===== config.mk =====
export PLATFORM = sky130hd
export DESIGN_NAME = darkdebug_tap_flat
export DESIGN_NICKNAME = d
export VERILOG_FILES = /design/src/rtl/darkdebug_tap_if.sv /design/src/rtl/darkdebug_tap.sv /design/src/flat_wrapper.sv
export SDC_FILE = /design/constraint.sdc
export NUM_CORES = 1
export LEC_CHECK = 0
export ABC_AREA = 1
export CAP_MARGIN = 0
export CORE_MARGIN = 4
export CORE_UTILIZATION = 35
export DETAILED_ROUTE_END_ITERATION = 16
export PLACE_DENSITY_LB_ADDON = 0.2
export SETUP_SLACK_MARGIN = 0.2
export SYNTH_ARGS = -nofsm -noshare
export SYNTH_HDL_FRONTEND = slang
export SYNTH_SLANG_ARGS = --single-unit

===== constraint.sdc =====
create_clock -name XCLK -period 6.9 [get_ports XCLK]
set_input_delay 1.725 -clock XCLK [delete_from_list [all_inputs] [get_ports XCLK]]
set_output_delay 1.725 -clock XCLK [all_outputs]
set_load 0.01 [all_outputs]

===== src/rtl/darkdebug_tap_if.sv =====
// Debug-trace bundle between the darkdpgroup debug lanes and the trace tap:
// captured lanes and enable going in, serial trace and status coming back.
interface darkdebug_tap_if;
    logic [3:0][31:0] DEBUG;
    logic             EN;
    logic             UART_TXD;
    logic             BUSY;
    logic             OVF;
    logic [7:0]       DROPS;

    modport master (
        output DEBUG, EN,
        input  UART_TXD, BUSY, OVF, DROPS
    );

    modport slave (
        input  DEBUG, EN,
        output UART_TXD, BUSY, OVF, DROPS
    );
endinterface


===== src/rtl/darkdebug_tap.sv =====
// Debug-lane change tracer: records {lane, value} on each lane change and
// streams every record as a 6-byte 8N1 UART frame (A5, lane, data MSB first).
module darkdebug_tap #(
    parameter int FIFO_DEPTH = 16,
    parameter int BAUD_DIV   = 868
) (
    input  logic           XCLK,
    input  logic           XRES,
    darkdebug_tap_if.slave dbg
);
    localparam int AW = $clog2(FIFO_DEPTH);
    localparam int CW = $clog2(BAUD_DIV);

    typedef enum logic [1:0] {S_IDLE, S_START, S_DATA, S_STOP} state_t;

    function automatic logic [7:0] sat_add8(input logic [7:0] a, input logic [2:0] b);
        logic [8:0] s;
        s = {1'b0, a} + {6'b0, b};
        return s[8] ? 8'hFF : s[7:0];
    endfunction

    logic [3:0][31:0] shadow_q;
    logic [3:0][31:0] pval_q;
    logic [3:0]       pend_q;
    logic [3:0]       chg;
    logic [3:0]       pushed;
    logic [3:0]       drop;
    logic [1:0]       sel;
    logic             push;
    logic [2:0]       drop_cnt;

    logic [33:0]      mem [FIFO_DEPTH];
    logic [AW:0]      wptr_q, rptr_q, wptr_n, rptr_n;
    logic             empty, full;
    logic [33:0]      rd_data;

    state_t           state_q, state_d;
    logic [CW-1:0]    cnt_q, cnt_d;
    logic [2:0]       bit_q, bit_d;
    logic [2:0]       byte_q, byte_d;
    logic [33:0]      frame_q;
    logic             pop;
    logic             baud_end;
    logic [7:0]       cur_byte;

    logic             txd_q;
    logic             busy_q;
    logic             ovf_q;
    logic [7:0]       drops_q;

    // Change detection and lowest-lane-first arbitration
    always_comb begin
        sel = 2'd0;
        for (int i = 3; i >= 0; i--) begin
            chg[i] = dbg.EN && (dbg.DEBUG[i] != shadow_q[i]);
            if (pend_q[i]) sel = 2'(i);
        end
        push     = (|pend_q) && !full;
        pushed   = push ? (4'b0001 << sel) : 4'b0000;
        drop     = chg & pend_q & ~pushed;
        drop_cnt = 3'($countones(drop));
    end

    always_ff @(posedge XCLK or negedge XRES) begin
        if (!XRES) begin
            shadow_q <= '0;
            pend_q   <= '0;
            ovf_q    <= 1'b0;
            drops_q  <= 8'd0;
        end else begin
            shadow_q <= dbg.DEBUG;
            for (int i = 0; i < 4; i++) begin
                if (chg[i])         pend_q[i] <= 1'b1;
                else if (pushed[i]) pend_q[i] <= 1'b0;
            end
            if (|drop) begin
                ovf_q   <= 1'b1;
                drops_q <= sat_add8(drops_q, drop_cnt);
            end
        end
    end

    // A change on the lane being pushed replaces the value without loss
    always_ff @(posedge XCLK) begin
        for (int i = 0; i < 4; i++) begin
            if (chg[i]) pval_q[i] <= dbg.DEBUG[i];
        end
    end

    // Record FIFO: the extra pointer bit separates full from empty
    assign empty   = (wptr_q == rptr_q);
    assign full    = (wptr_q[AW] != rptr_q[AW]) && (wptr_q[AW-1:0] == rptr_q[AW-1:0]);
    assign rd_data = mem[rptr_q[AW-1:0]];
    assign wptr_n  = wptr_q + {{AW{1'b0}}, push};
    assign rptr_n  = rptr_q + {{AW{1'b0}}, pop};

    always_ff @(posedge XCLK) begin
        if (push) mem[wptr_q[AW-1:0]] <= {sel, pval_q[sel]};
    end

    always_ff @(posedge XCLK or negedge XRES) begin
        if (!XRES) begin
            wptr_q <= '0;
            rptr_q <= '0;
        end else begin
            wptr_q <= wptr_n;
            rptr_q <= rptr_n;
        end
    end

    // Serializer
    assign baud_end = (cnt_q == CW'(BAUD_DIV - 1));

    always_comb begin
        case (byte_q)
            3'd0:    cur_byte = 8'hA5;
            3'd1:    cur_byte = {6'b0, frame_q[33:32]};
            3'd2:    cur_byte = frame_q[31:24];
            3'd3:    cur_byte = frame_q[23:16];
            3'd4:    cur_byte = frame_q[15:8];
            3'd5:    cur_byte = frame_q[7:0];
            default: cur_byte = 8'hFF;
        endcase
    end

    always_comb begin
        state_d = state_q;
        cnt_d   = cnt_q;
        bit_d   = bit_q;
        byte_d  = byte_q;
        pop     = 1'b0;
        case (state_q)
            S_IDLE: begin
                if (!empty) begin
                    pop     = 1'b1;
                    byte_d  = 3'd0;
                    cnt_d   = '0;
                    state_d = S_START;
                end
            end
            S_START: begin
                if (baud_end) begin
                    cnt_d   = '0;
                    bit_d   = 3'd0;
                    state_d = S_DATA;
                end else begin
                    cnt_d = cnt_q + 1'b1;
                end
            end
            S_DATA: begin
                if (baud_end) begin
                    cnt_d = '0;
                    if (bit_q == 3'd7) state_d = S_STOP;
                    else               bit_d   = bit_q + 1'b1;
                end else begin
                    cnt_d = cnt_q + 1'b1;
                end
            end
            S_STOP: begin
                if (baud_end) begin
                    cnt_d = '0;
                    if (byte_q != 3'd5) begin
                        byte_d  = byte_q + 1'b1;
                        state_d = S_START;
                    end else if (!empty) begin
                        // Chain straight into the next frame without an idle bit
                        pop     = 1'b1;
                        byte_d  = 3'd0;
                        state_d = S_START;
                    end else begin
                        state_d = S_IDLE;
                    end
                end else begin
                    cnt_d = cnt_q + 1'b1;
                end
            end
            default: state_d = S_IDLE;
        endcase
    end

    always_ff @(posedge XCLK or negedge XRES) begin
        if (!XRES) begin
            state_q <= S_IDLE;
            cnt_q   <= '0;
            bit_q   <= 3'd0;
            byte_q  <= 3'd0;
            txd_q   <= 1'b1;
            busy_q  <= 1'b0;
        end else begin
            state_q <= state_d;
            cnt_q   <= cnt_d;
            bit_q   <= bit_d;
            byte_q  <= byte_d;
            txd_q   <= (state_q == S_START) ? 1'b0 :
                       (state_q == S_DATA)  ? cur_byte[bit_q] : 1'b1;
            busy_q  <= (wptr_n != rptr_n) || (state_d != S_IDLE);
        end
    end

    always_ff @(posedge XCLK) begin
        if (pop) frame_q <= rd_data;
    end

    assign dbg.UART_TXD = txd_q;
    assign dbg.BUSY     = busy_q;
    assign dbg.OVF      = ovf_q;
    assign dbg.DROPS    = drops_q;

endmodule

===== src/flat_wrapper.sv =====
// flat-port wrapper written by rule: the top's interface ports become plain ports
module darkdebug_tap_flat 
#(
    parameter int FIFO_DEPTH = 16,
    parameter int BAUD_DIV   = 868
)
  (XCLK, XRES, dbg_DEBUG, dbg_EN, dbg_UART_TXD, dbg_BUSY, dbg_OVF, dbg_DROPS);
  darkdebug_tap_if dbg_i ();
  input  logic XCLK;
  input  logic XRES;
  input wire logic [$bits(dbg_i.DEBUG)-1:0] dbg_DEBUG;
  input wire logic [$bits(dbg_i.EN)-1:0] dbg_EN;
  output wire logic [$bits(dbg_i.UART_TXD)-1:0] dbg_UART_TXD;
  output wire logic [$bits(dbg_i.BUSY)-1:0] dbg_BUSY;
  output wire logic [$bits(dbg_i.OVF)-1:0] dbg_OVF;
  output wire logic [$bits(dbg_i.DROPS)-1:0] dbg_DROPS;
  assign dbg_i.DEBUG = dbg_DEBUG;
  assign dbg_i.EN = dbg_EN;
  assign dbg_UART_TXD = dbg_i.UART_TXD;
  assign dbg_BUSY = dbg_i.BUSY;
  assign dbg_OVF = dbg_i.OVF;
  assign dbg_DROPS = dbg_i.DROPS;
  darkdebug_tap #(.FIFO_DEPTH(FIFO_DEPTH), .BAUD_DIV(BAUD_DIV)) u_core (.XCLK(XCLK), .XRES(XRES), .dbg(dbg_i));
endmodule

After elaboration in Yosys (flattened, before gate mapping)
Memory sizes are Yosys's and may differ from the RTL's. A register that Yosys moved wholly into a read port is not among the register bits.
Index checks and enable logic that the tools add are counted.
{ "totals": {"ram_bits": 544, "out_inout_bits": 11, "reg_bits": 299, "romBits": 0, "latch_bits": 0, "mem_count": 1, "wordCells": 130} }
{ "classes": {"shift": 1, "multipliers": 0, "div_mod_pow": 0, "add_sub_neg": 9, "reduce_logical": 22, "mux": 46, "n_eq_ne": 24, "order_cmp": 2, "n_bitwise": 3} }
{ "memory_table": {"columns": ["memory", "words", "word_bits", "read_ports", "rd_ports_with_merged_regs", "write_ports", "line", "source"], "rows": [
  ["u_core.mem", 16, 34, 1, 1, 1, "darkdebug_tap.sv:32", "logic [33:0] mem [FIFO_DEPTH];"]
]} }
{ "ops": {"columns": ["operator", "n"], "rows": [
  ["!= test 32 bit", 4],
  ["binary-select mux 32 bit (select 2 bit)", 1],
  ["one-hot mux 8 bit (6 select lines)", 1],
  ["two-way mux 32 bit", 1],
  ["two-way mux 10 bit", 2],
  ["two-way mux 2 bit", 10],
  ["one-hot mux 10 bit (2 select lines)", 1],
  ["two-way mux 3 bit", 6],
  ["two-way mux 1 bit", 17],
  ["nonzero test 2 bit", 7],
  ["one-hot mux 3 bit (2 select lines)", 2],
  ["adder 10 x 1 -> 10 bit, second input constant", 1],
  ["adder 5 x 1 -> 5 bit", 2],
  ["== test 10 bit, second input constant", 1],
  ["adder 8 x 3 -> 9 bit", 1],
  ["== test 3 bit, second input constant", 3],
  ["bitwise AND 4 bit", 2],
  ["two-way mux 8 bit", 1],
  ["one-hot mux 2 bit (4 select lines)", 1],
  ["OR reduction 4 bit", 2],
  ["adder 3 x 1 -> 3 bit, second input constant", 2],
  ["== test 3 x 2 -> 1 bit, second input constant", 2],
  ["logical AND 1 bit", 6],
  ["!= test 2 x 1 -> 1 bit, second input constant", 3],
  ["25 further kinds", 28]
]} }

Depth between registers and ports, before layout
{ "depth": {"ltp_word": 12, "depth_mapped": 23} }

Least setup slack after synthesis
OpenSTA, ideal clock, no wires.
{ "synth_path": {"kind": "flip-flop to flip-flop", "from": "register u_core.byte_q[1]", "to": "register u_core.busy_q, in the netlist u_core.dbg.BUSY", "required_ns": 6.779, "path_buffers": 1, "arrival_ns": 5.094, "setup_ns": 0.121, "path_slack_ns": 1.685, "stages_incl_launch_ff": 17, "synth_period_minus_slack_ns": 5.215, "cell_sequence": "dfrtp_1 -> inv_1 -> ha_1 -> clkbuf_1 -> nand2_1 -> inv_1 -> nand2_1 -> a211oi_1 -> ha_1 -> ha_1 -> nand3_1 -> xor2_1 -> nor2_1 -> nor2_1 -> nand3_1 -> a21oi_1 -> nand2_1"} }
{ "synth_via": {"elab_chain_len": 7, "word_cells_on_any_way": 11, "cone_classes": "add/sub (1); eq/ne (2); mux (6); reduce/logical (2)"} }
{ "synth_rtl": {"columns": ["item", "line", "source"], "rows": [
  ["start: declaration", "darkdebug_tap.sv:40", "logic [2:0] byte_q, byte_d;"],
  ["start signal: assignment", "darkdebug_tap.sv:193", "byte_q <= byte_d;"],
  ["!= test 3 bit", "darkdebug_tap.sv:162", "if (byte_q != 3'd5) begin"],
  ["two-way mux 1 bit", "darkdebug_tap.sv:162", null],
  ["two-way mux 1 bit", "darkdebug_tap.sv:160", "if (baud_end) begin"],
  ["one-hot mux 1 bit (2 select lines)", "darkdebug_tap.sv:132", "case (state_q)"],
  ["named net u_core.pop", "darkdebug_tap.sv:42", "logic pop;"],
  ["adder 5 x 1 -> 5 bit", "darkdebug_tap.sv:95", "assign rptr_n = rptr_q + {{AW{1'b0}}, pop};"],
  ["!= test 5 bit", "darkdebug_tap.sv:196", "busy_q <= (wptr_n != rptr_n) || (state_d != S_IDLE);"],
  ["logical OR 1 bit", "darkdebug_tap.sv:196", null],
  ["end signal: assignment", "darkdebug_tap.sv:196", null],
  ["end: declaration", "darkdebug_tap.sv:47", "logic busy_q;"]
]} }
The timed path passes the listed nets, and every way through them passes these cells.
A chain may end at the register's enable or synchronous reset.

Worst setup path in the final report
{ "layout_path": {"from": "input dbg_DEBUG[37]", "to": "register u_core.drops_q[3], in the netlist u_core.dbg.DROPS[3]"} }
{ "layout_via": {"elab_chain_len": 8, "word_cells_on_any_way": 9, "cone_classes": "add/sub (3); eq/ne (1); mux (1); bitwise (2); reduce/logical (2)"} }
{ "layout_rtl": {"columns": ["item", "line", "source"], "rows": [
  ["start: declaration", "flat_wrapper.sv:11", "input wire logic [$bits(dbg_i.DEBUG)-1:0] dbg_DEBUG;"],
  ["!= test 32 bit *", "darkdebug_tap.sv:55", "chg[i] = dbg.EN && (dbg.DEBUG[i] != shadow_q[i]);"],
  ["logical AND 1 bit *", "darkdebug_tap.sv:55", null],
  ["bitwise AND 4 bit * (2 in series)", "darkdebug_tap.sv:60", "drop = chg & pend_q & ~pushed;"],
  ["adder 1 x 1 -> 2 bit (not written as such)", "darkdebug_tap.sv:61", "drop_cnt = 3'($countones(drop));"],
  ["adder 3 bit (not written as such)", "darkdebug_tap.sv:61", null],
  ["adder 8 x 3 -> 9 bit", "darkdebug_tap.sv:18", "s = {1'b0, a} + {6'b0, b};"],
  ["two-way mux 8 bit", "darkdebug_tap.sv:19", "return s[8] ? 8'hFF : s[7:0];"],
  ["end signal: assignment", "darkdebug_tap.sv:78", "drops_q <= sat_add8(drops_q, drop_cnt);"],
  ["end: declaration", "darkdebug_tap.sv:49", "logic [7:0] drops_q;"]
]} }
Every way passes the cells marked *; elsewhere a longest branch is shown, timed or not.

==> impl_metrics.env <==
export IMPL_drt_pass1_iter_count=5
export IMPL_critical_path_startpoint="dbg_DEBUG[37]"
export IMPL_wl_met2_um=46010
export IMPL_htree_levels=3
export IMPL_synth_cell_area_um2=34910
export IMPL_required_ns=7.41
export IMPL_final_cell_mix="edfxtp_1, nand2_1, nor2_1"
export IMPL_ff2ff_setup_slack_ns=2.19
export IMPL_hp_class="flop to flop"
export IMPL_p_int_mw=10.25
export IMPL_hold_violations=0
export IMPL_grt_overflow=0
export IMPL_cp_max_fo=6
export IMPL_ys_seq_area_frac=0.7298
export IMPL_drt_iter0_drc=1841
export IMPL_synth_cell_types=42
export IMPL_cts_buffer_depth=3
export IMPL_tns_ns=0
export IMPL_max_freq_ghz=0.1944
export IMPL_post_route_period_util=0.7455
export IMPL_ys_warn_count=0
export IMPL_clk_root_buffer_cell="clkbuf_16"
export IMPL_synth_cells=2774
export IMPL_cts_tree="yes"
export IMPL_worstSetupStartpointType="primary input"
export IMPL_fin_crit_ns=5.144
export IMPL_grt_pass1_wl_um=143000
export IMPL_cts_buffers=96
export IMPL_cp_arrival_ns=5.66
export IMPL_syn_nets=2932
export IMPL_grt_total_usage=0.1825
export IMPL_nNetsFinal=3079
export IMPL_place_gp_congestion=0.8258
export IMPL_rsz0062_at_grt="no"
export IMPL_clkTransAtPathRegs_ns=0.06
export IMPL_p_clk_frac=0.368
export IMPL_grt_max_degree=147
export IMPL_rows=115
export IMPL_viasPerCell=5.135
export IMPL_antenna_found_initial=1
export IMPL_die_area_um2=104900
export IMPL_start_util=0.3537
export IMPL_final_common_cell="edfxtp_1"
export IMPL_r2r_start="u_core.rptr_q[3]"
export IMPL_die_height_um=323.8
export IMPL_clk_latency_ns=0.64
export IMPL_hpwlAfterDp_um=55490
export IMPL_wl_met1_um=42230
export IMPL_ant_nets=0
export IMPL_ys_flop_type="edfxtp_1"
export IMPL_critPathCapture="u_core.dbg.DROPS[3]"
export IMPL_synth_edf_count=706
export IMPL_max_cap_violations=0
export IMPL_swShare=0.2601
export IMPL_die_w_um=323.8
export IMPL_drc_errors=0
export IMPL_max_slew_margin=0.2132
export IMPL_status="complete, no violations"
export IMPL_wl_um=95670
export IMPL_yosys_top_cells_area="edfxtp_1, dfrtp_1, nand2_1, nand3_1, nor2_1"
export IMPL_cts_setup_buffers=0
export IMPL_yosysTopAreaCell="edfxtp_1"
export IMPL_drive_gt1_frac=0.08358
export IMPL_vdd_drop_max_mv=0.2173
export IMPL_p_comb_frac=0.127
export IMPL_ctsHoldBuffers=0
export IMPL_first_global_vias=22030
export IMPL_top_layer_used="met5"
export IMPL_timing_rr_end="u_core.dbg.DROPS[3]"
export IMPL_synth_async_reset_ratio=0.1950
export IMPL_yosys_area_top_type_share=0.6072
export IMPL_endpoint_kind="flop"
export IMPL_power_switching_mw=3.603
export IMPL_ys_ff_latch=877
export IMPL_tightest_slew_ns=1.179
export IMPL_static_leakage_power_nw=14.64
export IMPL_vias=22050
export IMPL_power_density_nw_per_um2=338.1
export IMPL_port_buffers=141
export IMPL_finalMaxSlewViolations=0
export IMPL_finClkSkew_ns=0.02034
export IMPL_timing_hold_ws_ns=0.4750
export IMPL_io_pins=142
export IMPL_cts_sinks=877
export IMPL_p_seq_frac=0.505
export IMPL_area_growth_synth_to_final_pct=17.35
export IMPL_syn_avg_cell_area_um2=12.59
export IMPL_core_area_um2=98710
export IMPL_r2r_cells=19
export IMPL_crit_type="primary input to flop"
export IMPL_nFillCells=9121
export IMPL_avgRoutedWirePerCell_um=22.28
export IMPL_final_util=0.4151
export IMPL_setup_viol=0
export IMPL_ctsResizeCount=0
export IMPL_route_met3_wl_um=5250
-- cell usage after synthesis (all sizes together) (2+ instances only) --
library cell	number
edfxtp	706
nand2	471
nor2	276
nand3	235
o21ai	207
dfrtp	170
inv	134
a21oi	94
nand4	70
buf	69
clkbuf	64
xor2	60
xnor2	44
a211oi	40
o22ai	39
ha	25
o221ai	22
or2	15
nor3	12
o221a	8
clkinv	2
fa	2
o211ai	2
-- worst max-delay path: stages --
cell and delay [ns]:
clkdlybuf4s50_1 0.55, inv_1 0.06, nand2_1 0.05, nand4_1 0.11, nor2_1 0.32, nand3_1 0.11, nor2_1 0.28, nand2_1 0.14
nand4_1 0.11, ha_1 0.16, ha_1 0.14, inv_1 0.05, fa_1 0.58, inv_1 0.06, ha_1 0.26, a21oi_1 0.15
nor2_1 0.05, o21ai_0 0.48, or2_2 0.21, nand3_1 0.06
-- power groups by stage --
| stage | logic [mW] | registers, mW | clock network [mW] |
|---|---|---|---|
| after global routing | 1.94 | 7.05 | 5.44 |
| after floorplan | 0.868 | 7.04 | 0 |
| after global placement | 1.77 | 7.07 | 0 |
| final | 1.76 | 6.99 | 5.10 |
| after CTS | 1.81 | 6.99 | 5.20 |
| after detailed placement | 1.80 | 7.09 | 0 |
-- layer usage --
metal | GRT usage | up-vias
met2 | 0.3041 | 713
met1 | 0.2499 | 11040
met5 | 0 | -
li1 | - | 10180
met3 | 0.02633 | 120
met4 | 0.05368 | 2
-- stage by stage --
| step | cells | cell area (um^2) | setup WS, ns | power (mW) |
|---|---|---|---|---|
| floorplan | 2774 | 34910 | 1.685 | 7.912 |
| global placement | 4110 | 37800 | 1.126 | 8.839 |
| detailed placement | 4110 | 37800 | 1.078 | 8.898 |
| CTS | 4290 | 40960 | 1.764 | 14.00 |
| global route | 4290 | 40960 | 1.522 | 14.43 |
| finish | 4294 | 40970 | 1.756 | 13.85 |
-- layout make-up --
class,count,area [um^2],share of cell area
Antenna cell,4,10.01,0.0002443
Clock buffer,145,2835,0.06920
Clock inverter,35,329.1,0.008032
Inverter,136,520.5,0.01270
Multi-Input combinational cell,1628,8442,0.2060
Sequential cell,877,25490,0.6221
Tap cell,1287,1610,0.03930
Timing Repair Buffer,182,1735,0.04236
-- how the worst min path moves through the flow --
stage	startpoint	to	slack (ns)	cells after the start
final	u_core.dbg.OVF	u_core.dbg.OVF	0.47	1
after floorplan	u_core.cnt_q[1]	u_core.cnt_q[1]	0.48	2
after global routing	u_core.dbg.OVF	u_core.dbg.OVF	0.51	1
after detailed placement	u_core.dbg.OVF	u_core.dbg.OVF	0.47	1
after CTS	u_core.dbg.OVF	u_core.dbg.OVF	0.49	1
after global placement	u_core.dbg.OVF	u_core.dbg.OVF	0.46	1
-- registers in the layout, summed over array words and instances, names as in the netlist --
register	count
u_core.dbg.DROPS	8
u_core.dbg.UART_TXD	1
u_core.state_q	2
u_core.dbg.OVF	1
u_core.rptr_q	5
u_core.pval_q	128
u_core.shadow_q	128
u_core.bit_q	3
u_core.pend_q	4
u_core.mem	544
u_core.byte_q	3
u_core.wptr_q	5
u_core.frame_q	34
u_core.cnt_q	10
u_core.dbg.BUSY	1
-- cells by family after synthesis --
kind of cell | count (synthesis) | share of synthesized area
simple gates | 1081 | 0.1331
buf+inv | 269 | 0.03232
fa+ha+maj | 27 | 0.01011
flops | 877 | 0.7298
xor+xnor | 104 | 0.02609
compound gates | 416 | 0.06852
Note: power is estimated with default switching activity, not from simulation.
